$ cat config.mk
export PLATFORM = sky130hd
export DESIGN_NAME = load_store_unit
export DESIGN_NICKNAME = d
export VERILOG_FILES = /design/src/rtl/load_store_unit.sv
export SDC_FILE = /design/constraint.sdc
export NUM_CORES = 1
export LEC_CHECK = 0
export CELL_PAD_IN_SITES_DETAIL_PLACEMENT = 1
export CELL_PAD_IN_SITES_GLOBAL_PLACEMENT = 1
export CORE_ASPECT_RATIO = 0.7
export CORE_MARGIN = 5
export CORE_UTILIZATION = 32
export DETAILED_ROUTE_END_ITERATION = 7
export PLACE_DENSITY_LB_ADDON = 0.1
export RECOVER_POWER = 50
export SETUP_SLACK_MARGIN = 0.2
export SYNTH_ARGS = -nofsm -noshare
export SYNTH_HDL_FRONTEND = slang
export SYNTH_SLANG_ARGS = --single-unit
$ cat constraint.sdc
create_clock -name clk -period 3.41 [get_ports clk]
set_input_delay 0.682 -clock clk [delete_from_list [all_inputs] [get_ports clk]]
set_output_delay 0.682 -clock clk [all_outputs]
set_load 0.1 [all_outputs]
$ cat src/rtl/load_store_unit.sv
// Load/store sequencer between the execute stage and data_memory.
// Aligned accesses pass straight through; misaligned halfword/word accesses become byte-serial beats.
module load_store_unit #(
  parameter bit          ALLOW_MISALIGNED = 1'b1,
  parameter int unsigned ADDR_W           = 32
) (
  input  logic              clk,
  input  logic              rst,
  input  logic              req_valid,
  input  logic              req_write,
  input  logic [1:0]        req_size,
  input  logic              req_unsigned,
  input  logic [ADDR_W-1:0] req_addr,
  input  logic [31:0]       req_wdata,
  output logic              busy,
  output logic              resp_valid,
  output logic [31:0]       resp_rdata,
  output logic              resp_err,
  output logic              mem_read,
  output logic              mem_write,
  output logic [1:0]        mem_size,
  output logic              mem_unsigned,
  output logic [ADDR_W-1:0] mem_addr,
  output logic [31:0]       mem_wdata,
  input  logic [31:0]       mem_rdata
);

  typedef enum logic [1:0] {S_IDLE, S_ACCESS, S_DONE} state_t;

  state_t            r_state, w_next;
  logic              r_write, r_unsigned, r_split, r_err;
  logic [1:0]        r_size, r_beat, r_last;
  logic [ADDR_W-1:0] r_addr;
  logic [31:0]       r_wdata, r_rdata;

  logic              w_misaligned, w_reject;
  logic [7:0]        w_wbyte;
  logic [31:0]       w_load;

  assign w_misaligned = (req_size == 2'b01 && req_addr[0]) ||
                        (req_size == 2'b10 && req_addr[1:0] != 2'b00);
  assign w_reject     = (req_size == 2'b11) || (w_misaligned && !ALLOW_MISALIGNED);
  assign w_wbyte      = r_wdata[{r_beat, 3'b000} +: 8];

  // Aligned loads arrive already extended by data_memory; only split halves need extending here.
  assign w_load = (r_split && r_size == 2'b01) ?
                  {{16{!r_unsigned && r_rdata[15]}}, r_rdata[15:0]} : r_rdata;

  always_ff @(posedge clk) begin
    if (rst) begin
      r_state    <= S_IDLE;
      r_write    <= 1'b0;
      r_unsigned <= 1'b0;
      r_split    <= 1'b0;
      r_err      <= 1'b0;
      r_size     <= '0;
      r_beat     <= '0;
      r_last     <= '0;
      r_addr     <= '0;
      r_wdata    <= '0;
      r_rdata    <= '0;
    end else begin
      r_state <= w_next;
      case (r_state)
        S_IDLE: begin
          if (req_valid) begin
            r_write    <= req_write;
            r_unsigned <= req_unsigned;
            r_size     <= req_size;
            r_addr     <= req_addr;
            r_wdata    <= req_wdata;
            r_rdata    <= '0;
            r_beat     <= '0;
            r_split    <= w_misaligned;
            r_err      <= w_reject;
            r_last     <= !w_misaligned ? 2'd0 : (req_size == 2'b01 ? 2'd1 : 2'd3);
          end
        end
        S_ACCESS: begin
          r_beat <= r_beat + 2'd1;
          if (!r_write) begin
            if (r_split) r_rdata[{r_beat, 3'b000} +: 8] <= mem_rdata[7:0];
            else         r_rdata <= mem_rdata;
          end
        end
        default: ;
      endcase
    end
  end

  always_comb begin
    w_next       = r_state;
    busy         = 1'b0;
    resp_valid   = 1'b0;
    resp_err     = 1'b0;
    resp_rdata   = '0;
    mem_read     = 1'b0;
    mem_write    = 1'b0;
    mem_size     = '0;
    mem_unsigned = 1'b0;
    mem_addr     = '0;
    mem_wdata    = '0;
    case (r_state)
      S_IDLE: begin
        if (req_valid) w_next = w_reject ? S_DONE : S_ACCESS;
      end
      S_ACCESS: begin
        busy      = 1'b1;
        mem_read  = !r_write;
        mem_write = r_write;
        if (r_split) begin
          mem_size     = 2'b00;
          mem_unsigned = 1'b1;
          mem_addr     = r_addr + ADDR_W'(r_beat);
          mem_wdata    = {24'h0, w_wbyte};
        end else begin
          mem_size     = r_size;
          mem_unsigned = r_unsigned;
          mem_addr     = r_addr;
          mem_wdata    = r_wdata;
        end
        if (r_beat == r_last) w_next = S_DONE;
      end
      S_DONE: begin
        busy       = 1'b1;
        resp_valid = 1'b1;
        resp_err   = r_err;
        if (!r_err && !r_write) resp_rdata = w_load;
        w_next     = S_IDLE;
      end
      default: w_next = S_IDLE;
    endcase
  end

endmodule

==> results summary <==
The worst-case IR drop observed on VDD is 0.000217 V. The static power due to leakage came out at 3.58 nW. The final reports fail on max-capacitance violations, max-slew violations, negative setup slack. Yosys printed 0 warnings. The total of endpoints with negative setup slack in the final report is 3. By area, the combinational part of the netlist is dominated by simple AND/OR/NAND/NOR gates. The routed via count is 6749. The signal on the critical path passes through ha_4 > inv_2 > fa_2 > and4b_2 > nand3_4 > buf_6 > or4_4 > a21oi_4 > buf_12. The synthesized netlist net count came out at 955. The hold buffer count at CTS is 0. The number of buffers added by the clock tree synthesis step is 9. The portion of total power attributed to sequential cells came out at 41.0%.

The final net count came out at 1147. At the end of routability-driven placement, the weighted congestion stood at 0.797. Of the available clock period, the critical path in the final layout requires 102%.

The synthesized-area fraction occupied by xor and xnor cells is 1.77%. The highest achievable clock rate came out at 287 MHz. The effective utilization at floorplan is 32.8%. 207 I/O pins were placed. The minimum period implied by the final worst setup slack is 3.48 ns.

The starting DRC count in detailed routing came out at 323. STA classifies the critical path startpoint as a register. The number of detailed-route iterations in the first pass is 4.

Summed over all nets, the switching power comes to 0.00125 W. The area share of the largest cell type after synthesis is 36.0%. In this run the worst path has a maximum fanout of 4. The number of distinct library cells after synthesis came out at 43. The post-synthesis share of cell area spent on full adders, half adders and majority gates is 2.23%. The number of buffers on the longest clock path is 2. The clock skew after layout came out at 0.0164 ns. The clock root buffer is clkbuf_16. Setup repair after global routing could not meet its margin everywhere.

In the synthesized netlist the dominant register cell turns out to be dfxtp_1. The worst slack at placement is 0.0326 ns. The flow ran to the end, but the final reports show violations. The worst-case setup margin in the final layout came out at -0.0689 ns.

The arrival time of the worst setup path is 2.80 ns. Summed over all layers, the routed wires come to 24.4 mm. The final routed DRC violation total is 0.

The per-cell via count in the routed design came out at 5.29. The post-synthesis simple-gate area fraction came out at 28.6%. The summed instance area of the synthesized netlist is 0.00594 mm2. The post-synthesis sequential element count is 107.

The total routing resource utilization after global routing came out at 21.8%. The TritonCTS sink count is 107. The final max-slew violation count came to 26. The initial antenna violation count came out at 2.

The floorplan step set the die height to 124 um. Entering global routing, the biggest net connects 64 pins. The clock input transition at the sequential cells of the worst setup and hold paths came out at 0.09 ns. The area growth from synthesis to layout is 72.1%.

The share of the synthesized area in compound gates (AO/OA/AOI/OAI) is 22.7%. The area after detailed placement is 0.00965 mm2. The final-report hold violation count came out at 0.

The first-pass GRT wire length is 37.7 mm. The critical path is of the reg -> out type. The delay of the slowest cell on the worst path is 0.53 ns. The average cell area after synthesis came out at 7.06 um2.

In the synthesized netlist the async set-or-reset flop fraction comes to 0%. The average routed wire per standard cell came out at 19.1 um. The power consumption came out at 0.00345 W.

The worst slew slack as a fraction of its limit is -11.9%. The power per unit of standard cell area is 338 mW/mm2. The count of fill cells added during filler insertion is 2084. The part of the Yosys area used for sequential elements came out at 36.0%. The die covers 0.0214 mm2. Once detail routing completed, the nets flagged for antenna violations numbered 0. The core region area is 0.0181 mm2. TritonCTS built the clock tree. The worst path required time came out at 2.73 ns.

The multiplexer fraction of the synthesized cell area is 2.19%. The number of synthesized flops with an enable pin came out at 0. By area the synthesized netlist is led by dfxtp_1 36%, nand2_1 12%, a21oi_1 11%. The finished layout holds 1275 standard cells, fillers aside.

The chip width is 173 um. The count of antenna diodes in the layout came out at 0. The maximum level of the CTS H-tree came out at 3. The area of the multi-input gates came out at 0.00400 mm2.

The global route total overflow came out at 0. The max-capacitance violation count is 1. The combinational share of power came out at 28.7%. The design area is 0.0102 mm2.

The worst setup path is captured at a primary output. The final-layout worst hold slack came out at 0.462 ns. The sequential cell area came out at 0.00215 mm2. The fraction of layout cells with a size suffix above 1 is 23.7%. The via count of the first global-routing pass was 6953. The tightest min-delay check is of the reg -> reg type. Summed over all nets, the half-perimeter wirelength after detailed placement is 17.7 mm. For this design, the slowest cell found on the critical path is or4_4. The number of placed instances with taps included came out at 1246. The share of total power in the clock network is 30.3%. Net switching is 36.2% of the power. The biggest area contributor in the post-synthesis netlist is dfxtp_1. The number of input and output port buffers inserted is 206.

The source-to-sink clock delay at the later pin of the worst-skew pair is 0.37 ns. Cell internal power was estimated by the tool at 0.00220 W. The gate count after technology mapping came out at 842. For the pin with the worst max-slew slack, the measured transition is 1.68 ns. The number of core rows came out at 41.
-- layer usage --
layer	share of wire (%)	global-route usage, %
met5	0.094	0
met4	1.6	4.91
met3	8.0	7.58
met2	45	35.0
met1	45	28.5
-- registers in the layout, summed over array words and instances, names as in the netlist --
register	count
r_last	2
r_wdata	32
r_err	1
r_unsigned	1
r_beat	2
r_size	2
r_state	2
r_addr	32
r_rdata	32
r_write	1
-- final cells by class --
cell class / count / share of cell area (%)
clock buffer: 9 / 2.20
multi-input combinational: 634 / 39.1
tap: 236 / 2.89
sequential: 107 / 21.0
clock inverter: 7 / 0.599
timing repair buffer: 238 / 32.5
inverter: 44 / 1.61
-- path summary, 6_finish.rpt --
path	start	cells past startpoint	end	slack, ns
max	r_beat[0]	9	mem_addr[20]	-0.07
min	r_wdata[2]	2	r_wdata[2]	0.46
max reg2reg	r_state[1]	7	r_rdata[28]	0.47
min reg2reg	r_wdata[2]	2	r_wdata[2]	0.46
-- critical path: cells and delay by family (launching register included) --
kind            cells  cell delay, ns
simple gates        3            1.01
fa+ha+maj           2            0.48
buf+inv             3            0.39
flops               1            0.36
compound gates      1            0.20
-- per-stage QoR --
stage	utilization [%]	TNS, ns
floorplan	-	-0.109
global placement	53.3	0
detailed placement	53.3	0
CTS	55.9	-0.0291
global route	56.5	-0.760
finish	56.5	-0.124
-- cell usage in the layout, fill, tap and decap left out, types with 13 or more instances in the layout --
| cell type | count |
|---|---|
| o21ai_0 | 47 |
| nor2_2 | 13 |
| buf_12 | 104 |
| nor2_1 | 31 |
| inv_1 | 42 |
| nand2_1 | 184 |
| a21oi_1 | 107 |
| a21oi_4 | 15 |
| o32ai_1 | 24 |
| and2_1 | 46 |
| nand4_1 | 17 |
| clkdlybuf4s50_1 | 100 |
| dfxtp_1 | 101 |
| buf_4 | 21 |
-- power groups by stage --
stage	clock, W	combinational [W]	sequential, W
global route	0.00111	0.00106	0.00143
finish	0.00105	0.000991	0.00141
floorplan	0	0.000610	0.00141
CTS	0.00108	0.00100	0.00141
global placement	0	0.000978	0.00143
detailed placement	0	0.000989	0.00144
-- cells by family after synthesis --
| group | count (synthesis) |
|---|---|
| adder cells (fa/ha/maj) | 10 |
| multiplexers | 12 |
| AO/OA/AOI/OAI | 238 |
| XOR/XNOR | 12 |
| buffers and inverters | 102 |
| flip-flops | 107 |
| AND/OR/NAND/NOR | 361 |
-- what timing repair did --
item,CTS,global route
gates cloned,1,0
endpoints found under the hold margin,0,0
pin swaps,17,14
gates resized for setup,24,20
buffers inserted,7,5
setup endpoints to repair,20,30
-- synth_stat cells, types with 2 or more instances --
master and count:
nand2b_1 4, nor2_1 54, mux2i_1 4, a21oi_1 133, nor3b_1 3, o21a_1 6
mux2_2 8, clkbuf_1 49, o32ai_1 24, nand3_1 5, nor4_1 6, nand2_1 185
o21ai_1 2, inv_2 2, and2_1 47, o31ai_1 12, and4_1 4, nand4_1 17
xor2_1 8, nor3_1 3, and3_1 3, o22ai_1 9, inv_1 42, buf_1 7
o21ai_0 48, dfxtp_1 107, xnor2_1 4, or3_1 6, or4_1 12, buf_2 2
ha_1 9, nor2b_1 6
No activity file was read; power rests on OpenSTA's default activity.
